$ cat src/rtl/gray_scale_pkg.sv
// Shared types and coefficient tables for the RGB->gray pipeline.
// Table values are given for 8-bit coefficients and rescaled to the instance width.
package gray_scale_pkg;

  localparam int unsigned CoefMaxW = 16;

  typedef enum logic [1:0] {
    GRAY_BT601,
    GRAY_BT709,
    GRAY_AVG,
    GRAY_CUSTOM
  } gray_mode_e;

  typedef struct packed {
    logic [CoefMaxW-1:0] cr;
    logic [CoefMaxW-1:0] cg;
    logic [CoefMaxW-1:0] cb;
  } gray_coef_t;

  localparam gray_coef_t CoefBt601 = '{cr: 16'd77, cg: 16'd150, cb: 16'd29};
  localparam gray_coef_t CoefBt709 = '{cr: 16'd54, cg: 16'd183, cb: 16'd19};
  localparam gray_coef_t CoefAvg   = '{cr: 16'd85, cg: 16'd86,  cb: 16'd85};
  // Unity gain on green: one bit wider than the coefficient field itself.
  localparam gray_coef_t CoefGreen = '{cr: 16'd0,  cg: 16'd256, cb: 16'd0};

  function automatic logic [CoefMaxW-1:0] scale_coef(logic [CoefMaxW-1:0] c, int unsigned w);
    if (w >= 8) return c << (w - 8);
    return c >> (8 - w);
  endfunction

  function automatic gray_coef_t gray_coef_lookup(gray_mode_e mode, int unsigned w);
    gray_coef_t c;
    unique case (mode)
      GRAY_BT601:  c = CoefBt601;
      GRAY_BT709:  c = CoefBt709;
      GRAY_AVG:    c = CoefAvg;
      GRAY_CUSTOM: c = CoefGreen;
    endcase
    c.cr = scale_coef(c.cr, w);
    c.cg = scale_coef(c.cg, w);
    c.cb = scale_coef(c.cb, w);
    return c;
  endfunction

endpackage

$ cat src/rtl/gray_coef_mac.sv
// Single-channel pixel x coefficient multiply used by stage 1 of gray_scale_pipe.
// The coefficient is one bit wider than COEF_WIDTH so unity gain (2**COEF_WIDTH) fits.
module gray_coef_mac #(
  parameter int unsigned PIXEL_WIDTH = 8,
  parameter int unsigned COEF_WIDTH  = 8
) (
  input  logic [PIXEL_WIDTH-1:0]            px_i,
  input  logic [COEF_WIDTH:0]               coef_i,
  output logic [PIXEL_WIDTH+COEF_WIDTH-1:0] prod_o
);
  localparam int unsigned ProdW = PIXEL_WIDTH + COEF_WIDTH;

  always_comb prod_o = ProdW'(px_i) * ProdW'(coef_i);

endmodule

$ cat src/rtl/gray_scale_pipe.sv
// Two-stage RGB->gray converter with rounding, saturation and valid/ready backpressure.
// Optional feature macro GRAY_CUSTOM_COEF_EN adds writable coefficients for mode 3.
module gray_scale_pipe
  import gray_scale_pkg::*;
#(
  parameter int unsigned PIXEL_WIDTH = 8,
  parameter int unsigned COEF_WIDTH  = 8
) (
  input  logic                     clk_i,
  input  logic                     reset_i,
  input  logic                     in_valid_i,
  output logic                     in_ready_o,
  input  logic [3*PIXEL_WIDTH-1:0] in_px_rgb_i,
  input  logic [1:0]               mode_i,
`ifdef GRAY_CUSTOM_COEF_EN
  input  logic                     cfg_we_i,
  input  logic [3*COEF_WIDTH-1:0]  cfg_coef_i,
`endif
  output logic                     out_valid_o,
  input  logic                     out_ready_i,
  output logic [PIXEL_WIDTH-1:0]   out_px_gray_o
);
  localparam int unsigned ProdW = PIXEL_WIDTH + COEF_WIDTH;
  localparam int unsigned SumW  = ProdW + 2;
  localparam int unsigned YW    = SumW - COEF_WIDTH;
  localparam logic [SumW-1:0] Half = SumW'(1) << (COEF_WIDTH - 1);

  logic                   adv, accept;
  gray_coef_t             tab;
  logic [COEF_WIDTH:0]    coef_r, coef_g, coef_b;
  logic [ProdW-1:0]       prod_r, prod_g, prod_b;
  logic [ProdW-1:0]       pr_d, pr_q, pg_d, pg_q, pb_d, pb_q;
  logic                   s1_valid_d, s1_valid_q;
  logic                   out_valid_d, out_valid_q;
  logic [PIXEL_WIDTH-1:0] out_px_d, out_px_q;
  logic [SumW-1:0]        sum;
  logic [YW-1:0]          y;
  logic [PIXEL_WIDTH-1:0] sat;

  // A held output stalls the whole pipe; a drained or empty output lets both stages move.
  assign adv         = !out_valid_q || out_ready_i;
  assign in_ready_o  = adv && !reset_i;
  assign accept      = in_valid_i && in_ready_o;
  assign out_valid_o = out_valid_q;
  assign out_px_gray_o = out_px_q;

`ifdef GRAY_CUSTOM_COEF_EN
  logic [3*COEF_WIDTH-1:0] cust_d, cust_q;

  assign cust_d = cfg_we_i ? cfg_coef_i : cust_q;

  always_ff @(posedge clk_i) begin
    if (reset_i) cust_q <= '0;
    else         cust_q <= cust_d;
  end
`endif

  always_comb begin
    tab    = gray_coef_lookup(gray_mode_e'(mode_i), COEF_WIDTH);
    coef_r = (COEF_WIDTH+1)'(tab.cr);
    coef_g = (COEF_WIDTH+1)'(tab.cg);
    coef_b = (COEF_WIDTH+1)'(tab.cb);
`ifdef GRAY_CUSTOM_COEF_EN
    // Registered value, so a write on the accept edge only affects later pixels.
    if (gray_mode_e'(mode_i) == GRAY_CUSTOM) begin
      coef_r = {1'b0, cust_q[3*COEF_WIDTH-1 -: COEF_WIDTH]};
      coef_g = {1'b0, cust_q[2*COEF_WIDTH-1 -: COEF_WIDTH]};
      coef_b = {1'b0, cust_q[COEF_WIDTH-1:0]};
    end
`endif
  end

  gray_coef_mac #(.PIXEL_WIDTH(PIXEL_WIDTH), .COEF_WIDTH(COEF_WIDTH)) u_mac_r (
    .px_i   (in_px_rgb_i[3*PIXEL_WIDTH-1 -: PIXEL_WIDTH]),
    .coef_i (coef_r),
    .prod_o (prod_r)
  );

  gray_coef_mac #(.PIXEL_WIDTH(PIXEL_WIDTH), .COEF_WIDTH(COEF_WIDTH)) u_mac_g (
    .px_i   (in_px_rgb_i[2*PIXEL_WIDTH-1 -: PIXEL_WIDTH]),
    .coef_i (coef_g),
    .prod_o (prod_g)
  );

  gray_coef_mac #(.PIXEL_WIDTH(PIXEL_WIDTH), .COEF_WIDTH(COEF_WIDTH)) u_mac_b (
    .px_i   (in_px_rgb_i[PIXEL_WIDTH-1:0]),
    .coef_i (coef_b),
    .prod_o (prod_b)
  );

  always_comb begin
    sum = SumW'(pr_q) + SumW'(pg_q) + SumW'(pb_q) + Half;
    y   = YW'(sum >> COEF_WIDTH);
    sat = (y > YW'({PIXEL_WIDTH{1'b1}})) ? {PIXEL_WIDTH{1'b1}} : y[PIXEL_WIDTH-1:0];
  end

  always_comb begin
    s1_valid_d  = s1_valid_q;
    pr_d        = pr_q;
    pg_d        = pg_q;
    pb_d        = pb_q;
    out_valid_d = out_valid_q;
    out_px_d    = out_px_q;
    if (adv) begin
      s1_valid_d = accept;
      if (accept) begin
        pr_d = prod_r;
        pg_d = prod_g;
        pb_d = prod_b;
      end
      out_valid_d = s1_valid_q;
      if (s1_valid_q) out_px_d = sat;
    end
  end

  always_ff @(posedge clk_i) begin
    if (reset_i) begin
      s1_valid_q  <= 1'b0;
      pr_q        <= '0;
      pg_q        <= '0;
      pb_q        <= '0;
      out_valid_q <= 1'b0;
      out_px_q    <= '0;
    end else begin
      s1_valid_q  <= s1_valid_d;
      pr_q        <= pr_d;
      pg_q        <= pg_d;
      pb_q        <= pb_d;
      out_valid_q <= out_valid_d;
      out_px_q    <= out_px_d;
    end
  end

endmodule

$ cat config.mk
export PLATFORM = sky130hd
export DESIGN_NAME = gray_scale_pipe
export DESIGN_NICKNAME = d
export VERILOG_FILES = /design/src/rtl/gray_scale_pkg.sv /design/src/rtl/gray_coef_mac.sv /design/src/rtl/gray_scale_pipe.sv
export SDC_FILE = /design/constraint.sdc
export NUM_CORES = 1
export LEC_CHECK = 0
export CORE_MARGIN = 2
export CORE_UTILIZATION = 45
export CTS_CLUSTER_SIZE = 14
export DETAILED_ROUTE_END_ITERATION = 10
export GPL_ROUTABILITY_DRIVEN = 0
export PLACE_DENSITY = 0.59
export SYNTH_ARGS = -nofsm -noshare
export SYNTH_HDL_FRONTEND = slang
export SYNTH_SLANG_ARGS = --single-unit
$ cat constraint.sdc
create_clock -name clk_i -period 16.9 [get_ports clk_i]
set_input_delay 3.38 -clock clk_i [delete_from_list [all_inputs] [get_ports clk_i]]
set_output_delay 3.38 -clock clk_i [all_outputs]
set_load 0.01 [all_outputs]
==> results.md <==
* Status: finished, final reports clean
* Syn Nets at 1308
* Grt total ovfl at 0
* Seq cells post-synth at 58
* Clk sinks at 58
* Total global-route track usage at 18.8%
* DR vias/cell at 4.93
* Share of layout cells above drive strength 1 at 2.56%
* Storage cell area at 1160 µm²
* Power Dens Cells at approximately 100 nW/µm²
* Relative slew slack at a little under a third
* CTS Hold Bufs at 0
* Final hold slack at roughly 0.46 ns
* Worst Path Class, Setup: input port to flip-flop
* Post-synth EDFFs at 0
* First-pass GRT wire length at ~31000 µm
* Placeable Area at 19300 µm²
* FFs w/ async S/R, synth at 0%
* Worst R2R End: out_px_gray_o[5]
* Top-count cell post-synth: inv_1
* M3 GR Usage at 2.80%
* Largest net degree at the start of global routing at 70
* Final wirelength at 18400 µm
* Critical Path End Type: flip-flop
* Vias in the first global route at 6264
* Clock-pin slew on the worst setup and hold paths at roughly 0.050 ns
* Worst IR Drop VDD at 0.0720 mV
* Clock buffer depth at 2
* Fin nets at around 1300
* CP max-delay cell: ha_1
* Synthesized area at 8790 µm²
* Antenna violations before repair at 0
* Via count at 6496
* Avg Inst Size Synth at around 8.6 µm²
* Largest cells by area after synthesis: fa_1 (23%), ha_1 (22%), dfxtp_1 (13%), inv_1 (9.4%), and2_1 (4.1%)
* Worst min path class: flip-flop to flip-flop
* Final setup TNS at 0 ns
* ANT nets after route at 0
* Non-Filler Instances at 1318
* Drt first pass iters at 4
* Drc violations at 0
* Die Y at 144 µm
* R2R setup slack at between 10 and 15 ns
* Critical hold path startpoint: pg_q[5]
* Post-synth top area share at 22.8%
* Die outline width at approximately 140 µm
* Io pins at 40
* Post-route design area at between 9000 and 10000 µm²
* Row count at 51
* Hold worst-path end: pg_q[5]
* Final max-slew violation count at 0
* Register area share after synthesis at between 10% and 20%
* Syn Inst Count at about 1000
* Final Hold Fails at 0
* Worst Path Required at 17.10 ns
* Post-cts sizing count at 0
* Initial Utilization at 45.4%
* Worst r2r src: pr_q[8]
* CP cell instances: clkdlybuf4s50_1, ha_1, nor2b_1, fa_1, inv_1, fa_1, inv_1, fa_1, inv_1, fa_1, inv_1, ha_1, o21ai_0, o32ai_1, or4_1, a31oi_1, xor2_1, o21ai_1
* Most frequent cells after synthesis: inv_1 (219), ha_1 (157), fa_1 (100), and2_1 (58), dfxtp_1 (58)
* Largest fanout on the critical path at 25
* Endpoints failing setup at 0
* Port bufs at 39
* Multi-input gate area at around 6700 µm²
* Total Power at 1.02 mW
* MaxCap Viol Count at 0
* CP max stage delay at 0.95 ns
* Fin Clk Skew at 0.0103 ns
* Transition time at the pin with the least slew margin at ~1.0 ns
* CTS tree: built
* Root Driver: clkbuf_16
* H-tree depth at 3
* Area growth syn-to-layout at 11.2%
* Yosys cell types at 49
* Area post-placement at 9440 µm²
* WP data arrival at 9.23 ns
* Placed cell count at 1302
* Postcts setup bufs at 0
* Grt peak-use layer: met2
* Die Area at 20700 µm²
* Initial DRC Count at 236
* Maximum clock frequency at 0.111 GHz
* Top FF cell, synth: dfxtp_1
* Leakage at 5.01 nW
* Hpwl dp at around 16000 µm
* Met2 GRT Util at 28.9%
* Ys Warns at 0
* CTS Buf Count at 9
* Met1 Use GR at 28.1%
* Fin crit share at 53.4%
* # diodes at 0
* RSZ-0062 raised after global routing: no
* Worst-Skew Late Latency at 0.33 ns
* Hold path cells at 2
* Synth area leader: fa_1
* Avg WL per Cell at around 14 µm
* Worst R2R Path Depth at 12
* Fillers at 1871
* Post-layout min period at 9.03 ns
* Crit path launch type: input port
==> critical path: cells and delay by family <==
family                   cells  cell delay [ns]
adder cells (fa/ha/maj)      6             3.37
buffers and inverters        5             1.03
AO/OA/AOI/OAI                4             0.70
AND/OR/NAND/NOR              2             0.56
XOR/XNOR                     1             0.17
==> power breakdown <==
group	internal (mW)	leakage (nW)	switching, mW	total (mW)
Sequential	0.167	0.477	0.0173	0.184
Clock	0.137	0.163	0.0638	0.201
Combinational	0.281	4.37	0.359	0.640
Total	0.584	5.01	0.441	1.02
==> registers in the layout, indices dropped and copies added, names as in the netlist <==
signal	cells
pb_q	16
s1_valid_q	1
out_valid_o	1
pr_q	16
out_px_gray_o	8
pg_q	16
==> per-layer routing <==
metal  vias up  part of all wire [%]
met3        13                   3.4
met5         -                     0
met1      3051                    52
li1       3344                     -
met2        88                    43
met4         0                   1.0
==> cells in the final DEF, fill, tap and decap left out, types with 3 or more instances in the layout <==
master             n
a21o_1            11
o21bai_1           4
and2_1            58
clkbuf_16          9
inv_1            219
nand3_1           35
xnor2_1           20
nor2b_1           48
o21a_1            11
o21ai_0           39
a211oi_1          18
a21oi_1           25
clkdlybuf4s50_1   39
xor2_1            13
nor3_1            15
a31oi_1            8
nor3b_1            3
o31ai_1           11
nor2_1            40
dfxtp_1           58
a211o_1            5
nand2b_1           6
ha_1             157
buf_4              4
fa_1             100
and3_1             4
nand2_1           52
==> worst max-delay path by stage <==
stage | from | cells after the start | end | slack, ns
2_1_floorplan | mode_i[1] | 19 | pr_q[14] | 9.02
3_3_place_gp | mode_i[0] | 18 | pr_q[14] | 7.68
4_1_cts | mode_i[0] | 18 | pr_q[14] | 7.88
3_5_place_dp | mode_i[0] | 18 | pr_q[14] | 7.54
5_1_grt | mode_i[0] | 19 | pr_q[15] | 7.47
6_report | mode_i[0] | 18 | pr_q[14] | 7.87
==> layout make-up <==
class	instances	share of cell area [%]
Inverter	220	8.45
Clock buffer	12	2.63
Multi-Input combinational cell	716	68.6
Sequential cell	58	11.9
Tap cell	265	3.39
Clock inverter	4	0.756
Timing Repair Buffer	43	4.30
==> through the flow <==
stage	utilization (%)	setup WS, ns
global route	50.5	7.47
detailed placement	48.8	7.54
finish	50.5	7.87
CTS	50.5	7.88
global placement	48.8	7.68
floorplan	-	9.02
==> kinds of logic after synthesis <==
group / after synthesis / share of synthesized area [%]
buffers and inverters: 247 / 10.6
AO/OA/AOI/OAI: 155 / 11.7
flip-flops: 58 / 13.2
adder cells (fa/ha/maj): 257 / 45.1
XOR/XNOR: 33 / 3.29
multiplexers: 1 / 0.114
AND/OR/NAND/NOR: 270 / 15.9
Note: power is estimated with default switching activity, not from simulation.
